===== src/rtl/fetch_buffer.sv =====
// Instruction fetch buffer: circular FIFO of {addr, instr} entries between the
// instruction memory and decode, with PC hold when full and flush on branch.
module fetch_buffer #(
    parameter int unsigned DEPTH = 4,
    parameter int unsigned AW    = 4
) (
    input  logic          clk_i,
    input  logic          rst_ni,
    input  logic          fetch_valid_i,
    input  logic [15:0]   addr_imem_i,
    input  logic [15:0]   instr_i,
    input  logic          flush_i,
    input  logic          ready_i,
    output logic          valid_o,
    output logic [15:0]   instr_o,
    output logic [15:0]   pc_o,
    output logic          pc_stall_no,
    output logic [AW:0]   count_o
);
    // Pointers are sized to the array so they wrap modulo DEPTH naturally;
    // AW only sets the width of the occupancy count.
    localparam int unsigned PW       = $clog2(DEPTH);
    localparam logic [AW:0] FULL_CNT = (AW+1)'(DEPTH);

    logic [31:0]   mem [DEPTH];
    logic [PW-1:0] rd_ptr;
    logic [PW-1:0] wr_ptr;
    logic [AW:0]   cnt;
    logic          full;
    logic          empty;
    logic          push;
    logic          pop;
    logic [31:0]   head;

    always_comb begin
        full  = (cnt == FULL_CNT);
        empty = (cnt == '0);
        push  = fetch_valid_i & ~full & ~flush_i;
        pop   = ~empty & ready_i & ~flush_i;
    end

    always_ff @(posedge clk_i or negedge rst_ni) begin
        if (!rst_ni) begin
            for (int unsigned i = 0; i < DEPTH; i++) begin
                mem[i] <= '0;
            end
        end else if (push) begin
            mem[wr_ptr] <= {addr_imem_i, instr_i};
        end
    end

    always_ff @(posedge clk_i or negedge rst_ni) begin
        if (!rst_ni) begin
            rd_ptr <= '0;
            wr_ptr <= '0;
            cnt    <= '0;
        end else if (flush_i) begin
            rd_ptr <= '0;
            wr_ptr <= '0;
            cnt    <= '0;
        end else begin
            if (push) begin
                wr_ptr <= wr_ptr + 1'b1;
            end
            if (pop) begin
                rd_ptr <= rd_ptr + 1'b1;
            end
            case ({push, pop})
                2'b10:   cnt <= cnt + 1'b1;
                2'b01:   cnt <= cnt - 1'b1;
                default: cnt <= cnt;
            endcase
        end
    end

    always_comb begin
        head        = mem[rd_ptr];
        valid_o     = ~empty;
        pc_o        = head[31:16];
        instr_o     = head[15:0];
        pc_stall_no = ~full;
        count_o     = cnt;
    end

endmodule


===== config.mk =====
export PLATFORM = sky130hd
export DESIGN_NAME = fetch_buffer
export DESIGN_NICKNAME = d
export VERILOG_FILES = /design/src/rtl/fetch_buffer.sv
export SDC_FILE = /design/constraint.sdc
export NUM_CORES = 1
export LEC_CHECK = 0
export CELL_PAD_IN_SITES_DETAIL_PLACEMENT = 0
export CELL_PAD_IN_SITES_GLOBAL_PLACEMENT = 1
export CORE_MARGIN = 1
export CORE_UTILIZATION = 43
export DETAILED_ROUTE_END_ITERATION = 16
export GPL_TIMING_DRIVEN = 0
export PLACE_DENSITY = 0.87
export SYNTH_ARGS = -nofsm -noshare
export SYNTH_HDL_FRONTEND = slang
export SYNTH_SLANG_ARGS = --single-unit

===== constraint.sdc =====
create_clock -name clk_i -period 2.7 [get_ports clk_i]
set_input_delay 0.54 -clock clk_i [delete_from_list [all_inputs] [get_ports clk_i]]
set_output_delay 0.54 -clock clk_i [all_outputs]
set_load 0.02 [all_outputs]

## Word level (Yosys, flattened, before mapping)

Cells that the tools add are included.

| word-level totals | value |
|---|---|
| output and inout bits | 39 |
| input bits | 37 |
| bits in registers | 137 |
| word-level logic and storage cells | 43 |

| operators by class | value |
|---|---|
| add/subtract/negate cells | 4 |
| bitwise logic cells | 9 |
| order comparisons | 3 |
| multiplexer cells | 12 |
| eq/ne operators | 3 |
| reduce and logical (&&, ||, !) cells | 5 |

Operators by type and width:

| kind | count |
|---|---|
| $bwmux W128 | 1 |
| $mux W32 | 3 |
| $bmux W32 S2 | 1 |
| $demux W32 S2 | 1 |
| $pmux W5 S2 | 1 |
| $mux W2 | 4 |
| $ge A3 B3 Y1 const B | 2 |
| $not A2 Y3 | 2 |
| $add A5 B1 Y5 const B | 1 |
| $eq A5 B3 Y1 const B | 1 |
| $logic_not A5 Y1 | 1 |
| $mux W5 | 1 |
| $sub A5 B1 Y5 const B | 1 |
| $add A2 B1 Y2 const B | 2 |
| $and A1 B1 Y1 | 4 |
| $reduce_bool A2 Y1 | 2 |
| $lt A3 B1 Y1 const B | 1 |
| $not A1 Y1 | 3 |
| $reduce_bool A3 Y1 | 1 |
| $eq A2 B1 Y1 const B | 1 |
| $eq A2 B2 Y1 const B | 1 |
| $logic_and A1 B1 Y1 | 1 |

## Depth between registers and ports, before layout

| depth | value |
|---|---|
| depth after elaboration | 7 |
| gate-level depth with buffers | 11 |
| depth with buffers taken out | 10 |

## Least setup slack after synthesis

Ideal clock, no wire load.

| path | value |
|---|---|
| kind | flip-flop to flip-flop |
| from | register cnt[1], in the netlist count_o[1] |
| to | register cnt[4], in the netlist count_o[4] |
| stages on the path, launching flop included | 11 |
| library setup time | 0.139 ns |
| data required time | 2.561 ns |
| buffers on the path | 1 |
| data arrival time | 2.859 ns |
| slack | -0.298 ns |
| cells stage by stage | dfrtp_1 or4_1 buf_6 a211oi_1 inv_1 fa_1 nand2b_1 a21oi_1 a2111oi_0 a311oi_1 a31oi_1 |

| between the ends | value |
|---|---|
| cells in the longest elaborated chain, start to end | 7 |
| elaborated cells on any way between the ends | 15 |

RTL lines:

| item | line | text |
|---|---|---|
| start: declaration | 28 | `logic [AW:0] cnt;` |
| start signal: assignment | 69 | `2'b10: cnt <= cnt + 1'b1;` |
| start signal: assignment | 70 | `2'b01: cnt <= cnt - 1'b1;` |
| start signal: assignment | 71 | `default: cnt <= cnt;` |
| $eq A5 B3 Y1 or $logic_not A5 Y1 (tied branches) | 36, 37 |  |
| $not A1 Y1, on equally long branches | 38, 39 |  |
| $and A1 B1 Y1, on equally long branches (2 in series) | 38, 39 |  |
| $eq A2 B1 Y1 or $eq A2 B2 Y1 (tied branches) | 68 | `case ({push, pop})` |
| $pmux W5 S2 | 68 |  |
| $mux W5 | 57 | `end else if (flush_i) begin` |

Several ways; a longest one is shown, not always the timed one.
A chain may end at the register's enable or synchronous reset.

## Worst setup path in the final report

| path | value |
|---|---|
| from | register rd_ptr[0] |
| to | output pc_o[3] |

| between the ends | value |
|---|---|
| cells in the longest elaborated chain, start to end | 4 |

RTL lines:

| item | line | text |
|---|---|---|
| start: declaration | 26 | `logic [PW-1:0] rd_ptr;` |
| start signal: assignment | 66 | `rd_ptr <= rd_ptr + 1'b1;` |
| $not A2 Y3 (not written as such) | 77 | `head = mem[rd_ptr];` |
| $bmux W32 S2 | 77 |  |
| $mux W32 (not written as such) (2 in series) | 77 |  |
| end: declaration | 16 | `output logic [15:0] pc_o,` |

No other way between the ends. The select of a mux whose other input is x is not followed.

==> results.py <==
metrics = {
    "outcome": {
        "status": "completed",
    },
    "yosys": {
        "synth_most_common_cell": "dfrtp_1",
        "synth_cell_type_count": 34,
        "synth_edf_count": 0,
        "yosys.area.top_type": "dfrtp_1",
        "ys_top_cells_by_area": "dfrtp_1 (51%), mux2_4 (27%), mux4_2 (11%)",
        "ys.warnings.count": 0,
        "yosysSeqAreaShare": 0.509,
        "synth_ff_type": "dfrtp_1",
        "synth_top_area_frac": 0.509,
        "syn-instance-count": 388,
        "syn_avg_cell_area_sq_um": 17.3,
        "synth_nets": 433,
        "synth-seq-cells": 137,
        "async_reset_ff_frac": 1.00,
        "synthesis.area_sq_um": 6730,
        "synthTopCellsByCount": "dfrtp_1 (137), mux2_4 (120), mux4_2 (32)",
    },
    "cells_and_area": {
        "layout.nets": 537,
        "syn_to_final_growth_pct": 28.0,
        "antenna_cells": 0,
        "layout.cells.non_filler": 716,
        "fillers": 1228,
        "drive_gt1_frac": 0.493,
        "fin_util": 0.564,
        "register_area_sq_um": 3430,
        "multi_input_area_sq_um": 3150,
        "final_area_sq_um": 8610,
    },
    "floorplan": {
        "die-area_sq_um": 16200,
        "core-area_sq_um": 15300,
        "std_cell_rows": 45,
        "die_w_um": 127,
        "boundaryPins": 76,
        "die_h_um": 127,
        "start_util": 0.441,
    },
    "clock_tree": {
        "hold_buffers": 0,
        "clk_latency_ns": 0.42,
        "cts.sinks": 137,
        "cts_buffers": 17,
        "root_buffer": "clkbuf_16",
        "clockBufferDepth": 2,
        "htree_levels": 4,
        "cts_tree": "built",
        "clkTransAtPathRegs_ns": 0.06,
    },
    "timing": {
        "fin_crit_ns": 2.62,
        "relSlewSlack": 0.606,
        "rsz0062_at_grt": "yes",
        "setup_ws_ns": 0.0791,
        "slew_viol_final": 0,
        "worst_pin_slew_ns": 0.590,
        "tns_ns": 0,
        "hold_slack_ns": 0.0914,
        "period_share": 0.971,
        "setup_viol": 0,
        "timing.fmax_ghz": 0.382,
        "skew_ns": 0.00825,
        "finalHoldViolCount": 0,
    },
    "critical_path": {
        "critPathSlowestCell": "clkdlybuf4s50_1",
        "critPathTopFamily": "buffers and inverters",
        "worstSetupStartpointType": "flop",
        "cpPeakStageDelay_ns": 0.57,
        "critPathCaptureType": "output port",
        "required_ns": 2.16,
        "cp_num_buf_inv": 2,
        "critPathKind": "reg2out",
        "crit_fanout": 5,
        "critPathArrivalTime_ns": 2.08,
        "crit_chain": "buf_4 -> mux4_2 -> clkdlybuf4s50_1",
    },
    "power_and_ir_drop": {
        "power_density_nw_per_um2": 1200,
        "p_leak_nw": 3.84,
        "power_mw": 10.4,
        "peakVddDrop_mv": 0.600,
    },
    "placed_design": {
        "place_inst": 675,
        "place_area_sq_um": 7790,
        "place_hpwl_um": 8890,
        "place.gp.congestion": 0.796,
        "post-place-ws_ns": -0.478,
        "io_buffers": 75,
    },
    "run": {
        "maxCapViolCount": 0,
    },
    "grt": {
        "grt_usage": 0.188,
        "grt_pass1_vias": 4160,
        "grt_max_degree": 77,
        "antenna_found_initial": 0,
        "grt_pass1_wl_um": 23100,
        "grt-ovfl-total": 0,
    },
    "detailed_routing": {
        "vias_per_cell": 5.19,
        "remaining_drc_errors": 0,
        "ant_nets": 0,
        "drt_first_pass_iters": 4,
        "vias": 3713,
        "drt_wl_total_um": 13800,
        "wl_per_cell_um": 19.3,
        "first_iter_violations": 155,
    },
    "min_path": {
        "hp-class": "in2async",
    },
}
[cells in the final DEF, fill, tap and decap left out, types with 3 or more instances in the layout]
master / count
clkbuf_16: 17
mux4_2: 32
and2_4: 4
dlymetal6s2s_1: 5
dfrtp_2: 3
clkinv_2: 5
bufinv_16: 5
nand2_1: 7
xnor2_1: 5
mux2_2: 8
nor2_1: 7
inv_1: 5
clkdlybuf4s50_1: 42
ha_1: 5
dlygate4sd2_1: 27
mux2_4: 120
buf_4: 11
dfrtp_1: 134
buf_6: 20
a21oi_1: 3
[metal layers]
layer  routed length, um  share of wire  GRT usage
met1                6360           0.46      0.257
met2                6690           0.48      0.298
met3                 541          0.039     0.0427
met4                 219          0.016     0.0651
met5                   0              0          0
[worst reg2reg max path, stage by stage, from the launching register on]
cell and delay (ns):
dfrtp_2 0.40, or4_4 0.53, buf_6 0.16, a211oi_4 0.28, buf_4 0.19, ha_4 0.20
nor2_2 0.16, a21oi_4 0.05, buf_4 0.15, a311o_1 0.30, a31oi_1 0.13
[path summary, 6_finish.rpt]
path	slack, ns	end	cells after the start	startpoint
max	0.08	pc_o[3]	3	rd_ptr[0]$_DFFE_PN0P_
min	0.09	mem[90]$_DFFE_PN0P_	1	rst_ni
max reg2reg	0.08	count_o[4]$_DFFE_PN0P_	10	count_o[1]$_DFFE_PN0P_
min reg2reg	0.50	mem[97]$_DFFE_PN0P_	1	mem[97]$_DFFE_PN0P_
max in group asynchronous	1.83	mem[114]$_DFFE_PN0P_	2	rst_ni
min in group clk_i	0.50	mem[97]$_DFFE_PN0P_	1	mem[97]$_DFFE_PN0P_
[where the power goes]
| part | switching (mW) | internal [mW] |
|---|---|---|
| Clock | 0.879 | 1.66 |
| Sequential | 0.549 | 2.97 |
| Combinational | 1.73 | 2.57 |
| Total | 3.16 | 7.20 |
[state kept, by name, indices dropped and copies added, names as in the netlist]
signal / flops
count_o: 5
mem: 128
rd_ptr: 2
wr_ptr: 2
[area by class of cell]
cell class / count / share of cell area
flip-flops and latches: 137 / 0.398
clock buffers: 19 / 0.0514
well taps: 211 / 0.0307
repair buffers: 87 / 0.0976
plain buffers: 24 / 0.0304
multi-input cells: 219 / 0.366
inverters: 6 / 0.00261
clock inverters: 13 / 0.0232
[what timing repair did]
action	4_1_cts	5_1_grt
pin swaps	4	7
setup endpoints to repair	34	6
cloned	0	0
buffers inserted	9	2
gates resized for setup	51	16
endpoints found under the hold margin	0	0
[logic make-up after synthesis]
| group | share of synthesized area |
|---|---|
| buf+inv | 0.0372 |
| mux | 0.391 |
| fa+ha+maj | 0.0160 |
| xor+xnor | 0.00781 |
| compound gates | 0.0177 |
| flops | 0.509 |
| simple gates | 0.0208 |
Note: power is estimated with default switching activity, not from simulation.
